**config.mk**
```make
export PLATFORM = sky130hd
export DESIGN_NAME = serial_adder
export DESIGN_NICKNAME = d
export VERILOG_FILES = /design/src/rtl/serial_adder.sv
export SDC_FILE = /design/constraint.sdc
export NUM_CORES = 1
export LEC_CHECK = 0
export ABC_AREA = 1
export CORE_UTILIZATION = 44
export DETAILED_ROUTE_END_ITERATION = 8
export PLACE_DENSITY_LB_ADDON = 0.1
export SLEW_MARGIN = 30
export SYNTH_ARGS = -nofsm -noshare
export SYNTH_HDL_FRONTEND = slang
export SYNTH_SLANG_ARGS = --single-unit
export TNS_END_PERCENT = 50
```
**constraint.sdc**
```tcl
create_clock -name clk -period 1.2 [get_ports clk]
set_clock_uncertainty 0.1 [all_clocks]
set_input_delay 0.24 -clock clk [delete_from_list [all_inputs] [get_ports clk]]
set_output_delay 0.24 -clock clk [all_outputs]
set_load 0.01 [all_outputs]
```
**src/rtl/serial_adder.sv**
```systemverilog
// serial_adder: bit-serial adder. One full-adder cell processes one bit per
// clock, LSB first; a WIDTH-bit addition takes WIDTH RUN cycles followed by a
// one-cycle DONE state that presents the result with a done pulse.
// Optional feature macro: SERIAL_ADDER_SUB_EN adds a 'sub' input that turns
// the operation into a - b (two's complement: ~b plus a forced carry of 1).
module serial_adder #(
    parameter int WIDTH = 8
) (
    input  logic             clk,
    input  logic             rst,
    input  logic             start,
    input  logic [WIDTH-1:0] a,
    input  logic [WIDTH-1:0] b,
    input  logic             cin,
`ifdef SERIAL_ADDER_SUB_EN
    input  logic             sub,
`endif
    output logic             busy,
    output logic             done,
    output logic [WIDTH-1:0] sum,
    output logic             cout
);

    localparam int CW = $clog2(WIDTH + 1);

    localparam logic [1:0] IDLE = 2'd0;
    localparam logic [1:0] RUN  = 2'd1;
    localparam logic [1:0] DONE = 2'd2;

    logic [1:0]       state_q, state_d;
    logic [WIDTH-1:0] a_sr_q, a_sr_d;
    logic [WIDTH-1:0] b_sr_q, b_sr_d;
    logic [WIDTH-1:0] s_sr_q, s_sr_d;
    logic             c_q, c_d;
    logic [CW-1:0]    cnt_q, cnt_d;
    logic [WIDTH-1:0] sum_q, sum_d;
    logic             cout_q, cout_d;

    // Operand B and initial carry as loaded on an accepted start.
    logic [WIDTH-1:0] b_load;
    logic             c_load;

`ifdef SERIAL_ADDER_SUB_EN
    // Subtraction: a + ~b + 1; the incoming cin is ignored in that mode.
    always_comb begin
        b_load = sub ? ~b : b;
        c_load = sub ? 1'b1 : cin;
    end
`else
    // Add-only build: operands pass straight through.
    always_comb begin
        b_load = b;
        c_load = cin;
    end
`endif

    // Full-adder cell on the current LSBs and the result shift register
    // with the new bit inserted at the MSB (written so WIDTH=1 is legal).
    logic             bit_s;
    logic             bit_c;
    logic [WIDTH-1:0] s_shift;

    always_comb begin
        bit_s   = a_sr_q[0] ^ b_sr_q[0] ^ c_q;
        bit_c   = (a_sr_q[0] & b_sr_q[0]) | (a_sr_q[0] & c_q) | (b_sr_q[0] & c_q);
        s_shift = s_sr_q >> 1;
        s_shift[WIDTH-1] = bit_s;
    end

    // Next-state logic: start is only honoured outside RUN, and the published
    // result registers move only on the final RUN cycle.
    always_comb begin
        state_d = state_q;
        a_sr_d  = a_sr_q;
        b_sr_d  = b_sr_q;
        s_sr_d  = s_sr_q;
        c_d     = c_q;
        cnt_d   = cnt_q;
        sum_d   = sum_q;
        cout_d  = cout_q;
        case (state_q)
            IDLE, DONE: begin
                if (start) begin
                    state_d = RUN;
                    a_sr_d  = a;
                    b_sr_d  = b_load;
                    c_d     = c_load;
                    s_sr_d  = '0;
                    cnt_d   = '0;
                end else begin
                    state_d = IDLE;
                end
            end
            RUN: begin
                a_sr_d = a_sr_q >> 1;
                b_sr_d = b_sr_q >> 1;
                c_d    = bit_c;
                s_sr_d = s_shift;
                cnt_d  = cnt_q + CW'(1);
                if (cnt_q == CW'(WIDTH - 1)) begin
                    state_d = DONE;
                    sum_d   = s_shift;
                    cout_d  = bit_c;
                end
            end
            default: begin
                state_d = IDLE;
            end
        endcase
    end

    // State and datapath registers; reset clears everything and wins over start.
    always_ff @(posedge clk) begin
        if (rst) begin
            state_q <= IDLE;
            a_sr_q  <= '0;
            b_sr_q  <= '0;
            s_sr_q  <= '0;
            c_q     <= 1'b0;
            cnt_q   <= '0;
            sum_q   <= '0;
            cout_q  <= 1'b0;
        end else begin
            state_q <= state_d;
            a_sr_q  <= a_sr_d;
            b_sr_q  <= b_sr_d;
            s_sr_q  <= s_sr_d;
            c_q     <= c_d;
            cnt_q   <= cnt_d;
            sum_q   <= sum_d;
            cout_q  <= cout_d;
        end
    end

    assign busy = (state_q == RUN);
    assign done = (state_q == DONE);
    assign sum  = sum_q;
    assign cout = cout_q;

endmodule

```
# After elaboration in Yosys (flattened, before gate mapping)
# Cells that the tools add are included.
[classes] add_sub_neg=1 mul=0 div=0 n_lt_le_gt_ge=0 eq_ne=5 shifts=0 mux=13 bitwise=7 reduce_logical=5
[op_table] op="8-bit case mux with 2 select lines" count=3
[op_table] op="8-bit 2-to-1 mux" count=3
[op_table] op="4-bit case mux with 2 select lines" count=1
[op_table] op="4-bit by 1-bit adder with 4-bit output (second input constant)" count=1
[op_table] op="4-bit by 3-bit equality test with 1-bit output (second input constant)" count=1
[op_table] op="4-bit 2-to-1 mux" count=1
[op_table] op="2-bit case mux with 2 select lines" count=1
[op_table] op="2-bit AND reduction" count=2
[op_table] op="1-bit AND" count=3
[op_table] op="2-bit by 1-bit equality test with 1-bit output (second input constant)" count=1
[op_table] op="2-bit equality test (second input constant)" count=1
[op_table] op="2-bit logical NOT" count=1
[op_table] op="1-bit 2-to-1 mux" count=2
[op_table] op="2-bit 2-to-1 mux" count=1
[op_table] op="2-bit by 1-bit inequality test with 1-bit output (second input constant)" count=1
[op_table] op="2-bit inequality test (second input constant)" count=1
[op_table] op="1-bit OR" count=2
[op_table] op="1-bit case mux with 2 select lines" count=1
[op_table] op="2-bit nonzero test" count=1
[op_table] op="2-bit OR reduction" count=1
[op_table] op="1-bit bitwise XOR" count=2
[totals] ff_bits=40 latchBits=0 ram_bits=0 romBits=0 in_bits=20 output_inout_bits=11 word_cells=39 memories=0

# Longest topological paths before layout
# Gate-level depths: netlist of run 1.
[logic_depth] word_depth=4 ltp_mapped=7 depth_no_buf=6

# Least setup slack after synthesis of run 1
# No wires, ideal clock.
[synth_path] path_type="register to register" from="register cnt_q[0]" to="register cout_q (netlist: cout)" setup_time_ns=0.114 arrival_ns=0.981 required_time_ns=0.986 path_slack_ns=0.005 stages_incl_launch_ff=7 path_buffers=0 synth_period_minus_slack_ns=1.195 path_cell_list="dfxtp_1 ha_1 nand2_1 nor2_1 nand2_2 nand3_1 nand2_1"
[synth_via] elab_chain_cells=2
[synth_rtl] element="start, declared" line_no="35" rtl="logic [CW-1:0] cnt_q, cnt_d;"
[synth_rtl] element="start signal, assigned" line_no="129" rtl="cnt_q <= cnt_d;"
[synth_rtl] element="4-bit by 3-bit equality test with 1-bit output" line_no="100" rtl="if (cnt_q == CW'(WIDTH - 1)) begin"
[synth_rtl] element="2-bit AND reduction (no line)"
[synth_rtl] element="end signal, assigned" line_no="131" rtl="cout_q <= cout_d;"
[synth_rtl] element="end, declared" line_no="37" rtl="logic cout_q, cout_d;"
# Every way passes these cells.
# A chain may end at the register's enable or synchronous reset.

# Worst setup path in the final report of run 1
[layout_path] from="register state_q[0]" to="output busy"
[layout_via] elab_chain_cells=1
[layout_rtl] element="start, declared" line_no="30" rtl="logic [1:0] state_q, state_d;"
[layout_rtl] element="start signal, assigned" line_no="124" rtl="state_q <= state_d;"
[layout_rtl] element="2-bit by 1-bit equality test with 1-bit output" line_no="135" rtl="assign busy = (state_q == RUN);"
[layout_rtl] element="end, declared" line_no="18" rtl="output logic busy,"
# Every way passes these cells.

==> results of run 1 <==
## stage by stage
stage | area, sq um | hold slack [ns] | util [%] | power, mW | setup slack, ns
5_1_grt | 2530 | 0.383 | 66.7 | 2.93 | -0.114
3_3_place_gp | 2200 | 0.362 | 57.9 | 1.80 | -0.347
2_1_floorplan | 1810 | 0.287 | - | 1.66 | 0.00532
3_5_place_dp | 2200 | 0.362 | 57.9 | 1.80 | -0.344
4_1_cts | 2420 | 0.373 | 63.6 | 2.81 | -0.0792
6_report | 2530 | 0.365 | 66.7 | 2.82 | -0.0687
## worst register-to-register path, stage by stage, from the launching register on
cell and delay, ns:
dfxtp_2 0.34, fa_2 0.58, nand2_1 0.05, a21oi_1 0.11
## synth_stat cells (2+ instances only)
master,n
nand2_1,40
clkbuf_1,3
buf_4,2
nand3_1,76
buf_2,7
buf_8,2
a21oi_1,28
o21ai_0,2
nand2_4,2
nor2_1,11
buf_6,3
inv_1,20
dfxtp_1,39
## timing repair
| item | in CTS | in global routing |
|---|---|---|
| setup endpoints to repair | 50 | 48 |
| setup buffers | 1 | 2 |
| resized for setup | 60 | 32 |
| endpoints found under the hold margin | 0 | 0 |
| pin swaps | 4 | 15 |
| cloned | 2 | 2 |
## flip-flops by register name, summed over array words and instances (netlist names)
name,flops
a_sr_q,8
b_sr_q,8
sum,8
s_sr_q,7
cnt_q,4
state_q,2
c_q,1
cout,1
## where the power goes
part	total (mW)	internal (mW)	switching [mW]
Combinational	0.465	0.218	0.247
Sequential	1.38	1.35	0.0350
Clock	0.978	0.525	0.453
## per-layer routing
layer / track usage, % / part of all wire (%) / up-vias
met5: 0 / 0 / -
met4: 7.18 / 1.3 / 0
met3: 4.14 / 3.8 / 8
met2: 33.3 / 45 / 37
met1: 29.5 / 50 / 841
li1: - / - / 894
## cell families (layout without fill, tap and decap cells)
group / after synthesis / count (layout) / synth area share (%)
flip-flops: 39 / 39 / 43.2
AO/OA/AOI/OAI: 30 / 30 / 8.32
buffers and inverters: 39 / 82 / 11.6
adder cells (fa/ha/maj): 2 / 2 / 1.80
AND/OR/NAND/NOR: 132 / 135 / 35.0
## cell type report
type | instances | area (sq um) | share of cell area [%]
Sequential cell | 39 | 798 | 31.5
Tap cell | 48 | 60.1 | 2.37
Timing Repair Buffer | 52 | 515 | 20.4
Inverter | 22 | 85.1 | 3.36
Clock buffer | 8 | 100 | 3.95
Multi-Input combinational cell | 167 | 973 | 38.4
## worst max path at each step
| stage | startpoint | to | slack (ns) | depth (start not counted) |
|---|---|---|---|---|
| after floorplan | cnt_q[0]$_SDFFE_PP0P_ | cout$_SDFFE_PP0P_ | 0.005 | 6 |
| after global placement | start | cnt_q[3]$_SDFFE_PP0P_ | -0.35 | 6 |
| after detailed placement | start | cnt_q[3]$_SDFFE_PP0P_ | -0.34 | 6 |
| after CTS | state_q[1]$_SDFFE_PP0P_ | done | -0.08 | 3 |
| after global routing | cnt_q[2]$_SDFFE_PP0P_ | sum[0]$_SDFFE_PP0P_ | -0.11 | 6 |
| final | state_q[0]$_SDFFE_PP0P_ | busy | -0.07 | 3 |
==> run metrics, run 1 <==
hold worst-path end=sum[1]$_SDFFE_PP0P_; P_leak=approximately 1.1 nW; total I/O pin count=31; FFs w/ async S/R, synth=0%; hpwl dp=2.65 mm; Hold-fix buffers, CTS=0; clk root buf=clkbuf_8; H-tree depth=2; fillers=347; Tightest Pin Transition=approximately 0.44 ns; Critical R2R Capture=s_sr_q[7]$_SDFFE_PP0P_; Final Cycle Share=106%; Final Critical Period=~1.3 ns; TritonCTS clock tree=yes; CP max stage delay=0.38 ns; Skew-Pair Late Insertion Delay=0.29 ns; Yosys reg bits=39; Area Growth Syn to Fin=40.3%; worst-path cell chain=inv_4 > nor2_4 > buf_6; number of diodes=0; DRT Wirelength=around 4.5 mm; CTS sink cnt=39; Syn Nets=roughly 260; Buf+Inv Stages, Crit Path=2; Die W=~66 microns; Startpoint Class=flop; largest cells by area after synthesis=dfxtp_1 (43%), nand3_1 (21%), nand2_1 (8.3%); number of flops mapped to enable cells by yosys=0; CTS Buffer Depth=2; post-route ant nets=0; Hold WC Path Type=reg2reg; Critical Path AT=slightly above 0.9 ns; clock slew at reported path FFs=roughly 0.070 ns; Placeable Area=between 0.003 and 0.004 sq mm; commonest non-fill, non-tap cell in the layout=nand3_1; CP max FO=4; worst rel slew slack=around 70%; largest net degree at the start of global routing=21; setup violation total in the final timing report=11; Ys Warns=0; min-delay src=sum[1]$_SDFFE_PP0P_; post-synthesis sequential area ratio=roughly 43%; Fin. Hold Viols=0; failing checks=setup timing; Worst EP required=approximately 0.86 ns; Pins Over Slew Limit=0; Die ar.=0.00436 sq mm; Avg Inst Size Synth=roughly 7.5 sq um; slowest stage cell on the critical path=dfxtp_4; dominant synthesized flop cell=dfxtp_1; Die Y-Extent=around 66 microns; critical path class=reg2out; GR Overflow Total=0; outcome=finished, violations left; # nets final=about 310; setup ws final=-0.0687 ns; Pre-Repair DR Iteration Count=4; vias in the first global route=1563; Worst setup EP type=primary output; Power Density=about 1100 mW/mm^2; Max-cap violations=0; Synth Instances=242; wire per inst=around 13 microns; drt via density=approximately 5.3; first-pass GRT wire length=slightly above 7 mm; 1st-iter DRT viols=between 100 and 150; Max VDD drop=between 0.0007 and 0.0008 V; unrepaired setup endpoints after global routing=yes; Final GP Congestion=roughly 0.77; DRC viols=0; post-synth top area cell=dfxtp_1; commonest cells after routing, fill and taps aside=nand3_1 (69), nand2_1 (39), dfxtp_1 (27), a21oi_1 (22), inv_1 (20); Total Routing Usage GR=21.4%; CP delay by family, top=flip-flops; CTS Buf Count=5; port bufs=30; post-synth top area share=between 40 and 50%; layout cells sized above 1=approximately 28%; num rows=22; non-filler cells, final=between 300 and 400; reg2reg path depth=3; Final TNS setup=-0.323 ns; placed insts=between 300 and 400; starting density of the core=between 40% and 50%; Hold Path Stages=2; via count=1780; count of cell types in the netlist=20; Reg-to-Reg Start=c_q$_SDFFE_PP0P_; initial antenna violation count=0; flop2flop setup slack=-0.04 ns; netlist area before placement=roughly 0.0018 sq mm; fmax=between 700 and 800 MHz
No activity file was read; power rests on OpenSTA's default activity.
==> inputs of run 2 (changes only) <==
SETUP_SLACK_MARGIN = 0.5   (was not set)
==> run metrics, run 2 (same netlist as run 1, synthesis figures left out) <==
outcome=finished, violations left; failing checks=setup timing; Final Cycle Share=107%; Tightest Pin Transition=roughly 0.21 ns; # nets final=roughly 320; DRT Wirelength=about 4.7 mm; post-placement cell area=0.00240 sq mm; starting density of the core=a little under half; largest net degree at the start of global routing=21; setup ws final=-0.0891 ns; port bufs=30; setup violation total in the final timing report=36; Max-cap violations=0; Hold Path Stages=2; commonest non-fill, non-tap cell in the layout=nand3_1; Pre-Repair DR Iteration Count=4; DRC viols=0; Fin. Hold Viols=0; Hold-fix buffers, CTS=0; clock slew at reported path FFs=0.07 ns; num rows=22; Final Hold Slack=approximately 0.37 ns; post-route ant nets=0; min-delay src=sum[7]$_SDFFE_PP0P_; 1st-iter DRT viols=between 100 and 150; critical path class=reg2out; Switch Pwr=~0.75 mW; initial antenna violation count=0; clock network fraction of design power=a little under two fifths; Startpoint Class=flop; hpwl dp=roughly 2.8 mm; first-pass GRT wire length=approximately 7.3 mm; Total Routing Usage GR=about 22%; Skew-Pair Late Insertion Delay=around 0.28 ns; commonest cells after routing, fill and taps aside=nand3_1 (62), nand2_1 (36), dfxtp_1 (24), inv_1 (20), a21oi_1 (20); slowest stage cell on the critical path=dfxtp_4; Comb power frac=17.2%; switching fraction of total power=between 20% and 30%; drt via density=between 5 and 6; Die Y-Extent=about 66 microns; worst rel slew slack=about 86%; worst-path cell chain=inv_8 > nor2_4 > buf_6; Max VDD drop=0.000991 V; unrepaired setup endpoints after global routing=yes; Critical R2R Capture=s_sr_q[7]$_SDFFE_PP0P_; Final TNS setup=-0.716 ns; placed insts=331; design area=0.00279 sq mm; Final Critical Period=1.29 ns; fmax=~780 MHz; Area Growth Syn to Fin=54.6%; CTS Buf Count=5; H-tree depth=2; via count=between 1500 and 2000; CTS sink cnt=39; Die ar.=about 0.0044 sq mm; Setup WS pre-CTS=-0.288 ns; CP max FO=3; Pins Over Slew Limit=0; vias in the first global route=1659; total I/O pin count=31; reg2reg path depth=3; CP Launch Point=state_q[0]$_SDFFE_PP0P_; CP max stage delay=just over 0.4 ns; Die W=between 60 and 70 microns; cell-internal power=approximately 2.3 mW; CTS Buffer Depth=2; Hold WC Path Type=reg2reg; TritonCTS clock tree=yes; Worst setup EP type=primary output; hold worst-path end=sum[7]$_SDFFE_PP0P_; Critical Path AT=approximately 0.95 ns; clk root buf=clkbuf_8; P_leak=1.20 nW; non-filler cells, final=roughly 350; sequential power share=between 40% and 50%; Placeable Area=between 0.003 and 0.004 sq mm; wire per inst=13.6 microns; flop2flop setup slack=-0.07 ns; Final GP Congestion=~0.77; Reg-to-Reg Start=b_sr_q[0]$_SDFFE_PP0P_; GR Overflow Total=0; Power Density=1080 mW/mm^2; number of diodes=0; Worst EP required=around 0.86 ns; layout cells sized above 1=a little over a third
run 2: final cells by class:
cell class	count	area (sq um)
clock buffer	6	82.6
clock inverter	2	35.0
fill	297	1010
inverter	22	92.6
multi-input combinational	165	998
sequential	39	805
tap	48	60.1
timing repair buffer	64	718
run 2: worst max-delay path: cells and delay by family (launching register included):
kind	cells	cell delay, ns
flops	1	0.41
buf+inv	2	0.15
simple gates	1	0.11
run 2: routing by layer:
metal | GRT usage (%) | routed length (microns) | up-vias
li1 | - | - | 920
met1 | 29.2 | 2250 | 843
met2 | 34.8 | 2200 | 44
met3 | 4.14 | 226 | 2
met4 | 5.59 | 25 | 0
met5 | 0 | 0 | -
run 2: power groups by stage:
stage | Clock [mW] | Sequential [mW] | Combinational, mW
2_1_floorplan | 0 | 1.40 | 0.277
3_3_place_gp | 0 | 1.41 | 0.431
3_5_place_dp | 0 | 1.41 | 0.432
4_1_cts | 1.14 | 1.38 | 0.439
5_1_grt | 1.20 | 1.39 | 0.567
6_report | 1.12 | 1.38 | 0.519
run 2: worst max-delay path by stage:
| stage | cells past startpoint | to |
|---|---|---|
| after floorplan | 5 | c_q$_SDFFE_PP0P_ |
| after global placement | 7 | c_q$_SDFFE_PP0P_ |
| after detailed placement | 7 | c_q$_SDFFE_PP0P_ |
| after CTS | 5 | a_sr_q[3]$_SDFFE_PP0P_ |
| after global routing | 3 | busy |
| final | 3 | busy |
run 2: what timing repair did:
item | 4_1_cts | 5_1_grt
resized for setup | 67 | 33
endpoints found under the setup margin | 50 | 50
buffers inserted | 1 | 2
gates cloned | 0 | 4
pin swaps | 1 | 9
run 2: through the flow:
step                power, mW  util [%]
finish                   3.02      73.5
global route             3.15      73.5
CTS                      2.96      67.4
detailed placement       1.84      63.2
global placement         1.84      63.2
floorplan                1.68         -
==> inputs of run 3 (changes only) <==
CTS_CLUSTER_DIAMETER = 80   (was not set)
SKIP_LAST_GASP = 1   (was not set)
==> run metrics, run 3 (same netlist as run 1, synthesis figures left out) <==
outcome=finished, violations left; failing checks=setup timing; Startpoint Class=flop; Max VDD drop=0.000996 V; Skew-Pair Late Insertion Delay=around 0.28 ns; Die W=66.1 microns; CTS sink cnt=39; Area Growth Syn to Fin=54.2%; worst-path cell chain=inv_8 > nor2_4 > buf_6; GR Overflow Total=0; # nets final=319; port bufs=30; Critical R2R Capture=s_sr_q[7]$_SDFFE_PP0P_; Total Routing Usage GR=between 20% and 30%; Die Y-Extent=66.1 microns; CP max stage delay=slightly above 0.4 ns; Worst EP required=0.86 ns; Die ar.=around 0.0044 sq mm; fmax=between 700 and 800 MHz; setup ws final=-0.0886 ns; P_leak=1.20 nW; clock slew at reported path FFs=0.08 ns; number of diodes=0; Pins Over Slew Limit=0; critical path class=reg2out; CTS Buffer Depth=2; vias in the first global route=approximately 1700; commonest non-fill, non-tap cell in the layout=nand3_1; Hold Path Stages=2; Pre-Repair DR Iteration Count=4; via count=around 1800; hold worst-path end=sum[7]$_SDFFE_PP0P_; sequential power share=approximately 46%; setup violation total in the final timing report=38; min-delay src=sum[7]$_SDFFE_PP0P_; fillers=298; Seq. cell area=between 800 and 900 sq um; first-pass GRT wire length=~7.3 mm; worst rel slew slack=approximately 86%; Switch Pwr=~0.75 mW; num rows=22; Max-cap violations=0; Placeable Area=0.00380 sq mm; Power Density=1090 mW/mm^2; DRT Wirelength=about 4.7 mm; reg2reg path depth=3; unrepaired setup endpoints after global routing=yes; flop2flop setup slack=-0.08 ns; Reg-to-Reg Start=b_sr_q[0]$_SDFFE_PP0P_; footprint of the multi-input gates=~990 sq um; clk root buf=clkbuf_8; layout cells sized above 1=35.2%; initial antenna violation count=0; Hold WC Path Type=reg2reg; Comb power frac=approximately 17%; starting density of the core=a little under half; Critical Path AT=approximately 0.95 ns; Layout Utilization=between 70% and 80%; H-tree depth=2; commonest cells after routing, fill and taps aside=nand3_1 (62), nand2_1 (37), dfxtp_1 (24), inv_1 (20), a21oi_1 (20); cell-internal power=between 2 and 2.5 mW; Final Cycle Share=107%; wire per inst=13.7 microns; TritonCTS clock tree=yes; DRC viols=0; Tightest Pin Transition=between 0.2 and 0.25 ns; CTS Buf Count=5; largest net degree at the start of global routing=21; post-route ant nets=0; total I/O pin count=31; Hold-fix buffers, CTS=0; drt via density=5.28; switching fraction of total power=between 20% and 30%; Final Critical Period=1.29 ns; Final Hold Slack=0.370 ns; slowest stage cell on the critical path=dfxtp_4; CP max FO=3; 1st-iter DRT viols=~130; clock network fraction of design power=37.3%; Fin. Hold Viols=0; Worst setup EP type=primary output; Final GP Congestion=approximately 0.77; hpwl dp=2.81 mm
## run 3: cell count changes in the layout (fill, tap and decap cells not counted)
| cell | before | now |
|---|---|---|
| nor2_2 | 2 | 0 |
| nor2_1 | 7 | 9 |
| nand2_1 | 36 | 37 |
| nand2_2 | 3 | 2 |
## run 3: area by class of cell
type,count,share of cell area [%]
flip-flops and latches,39,28.9
multi-input cells,165,35.6
well taps,48,2.16
clock inverters,2,1.26
repair buffers,64,25.8
clock buffers,6,2.97
inverters,22,3.33
## run 3: metal layers
metal / vias to the layer above / part of all wire (%) / GRT usage, %
met4: 0 / 0.61 / 5.59
met1: 860 / 49 / 29.2
met2: 43 / 47 / 34.8
met3: 4 / 3.8 / 4.14
li1: 920 / - / -
met5: - / 0 / 0
## run 3: repair_timing
item | 4_1_cts | 5_1_grt
pin swaps | 1 | 8
cloned | 0 | 4
endpoints found under the setup margin | 50 | 50
gates resized for setup | 67 | 30
setup buffers | 1 | 2
## run 3: worst max path at each step
stage | start | end | slack [ns] | cells after the start
2_1_floorplan | c_q$_SDFFE_PP0P_ | c_q$_SDFFE_PP0P_ | 0.03 | 5
3_3_place_gp | start | c_q$_SDFFE_PP0P_ | -0.27 | 7
3_5_place_dp | start | c_q$_SDFFE_PP0P_ | -0.29 | 7
4_1_cts | state_q[0]$_SDFFE_PP0P_ | a_sr_q[3]$_SDFFE_PP0P_ | -0.07 | 5
5_1_grt | state_q[0]$_SDFFE_PP0P_ | busy | -0.12 | 3
6_report | state_q[0]$_SDFFE_PP0P_ | busy | -0.09 | 3
## run 3: metrics by stage
stage                     TNS, ns  setup slack, ns  cells  total power [mW]  instance area, sq um
after floorplan                 0           0.0253    242              1.68                  1920
after global placement      -8.25           -0.270    331              1.84                  2400
after detailed placement    -8.61           -0.288    331              1.84                  2400
after CTS                   -1.88          -0.0734    340              2.96                  2560
after global routing        -2.96           -0.122    346              3.15                  2780
final                      -0.766          -0.0886    346              3.02                  2780
## run 3: worst max-delay path, delay by kind of cell, from the launching register on
| family | cells | cell delay [ns] |
|---|---|---|
| buffers and inverters | 2 | 0.15 |
| DFF | 1 | 0.41 |
| and+or+nand+nor | 1 | 0.11 |
## run 3: power groups by stage
stage	Combinational [mW]	Sequential (mW)	Clock, mW
4_1_cts	0.439	1.38	1.14
5_1_grt	0.562	1.39	1.20
2_1_floorplan	0.277	1.40	0
6_report	0.515	1.38	1.13
3_5_place_dp	0.432	1.41	0
3_3_place_gp	0.431	1.41	0
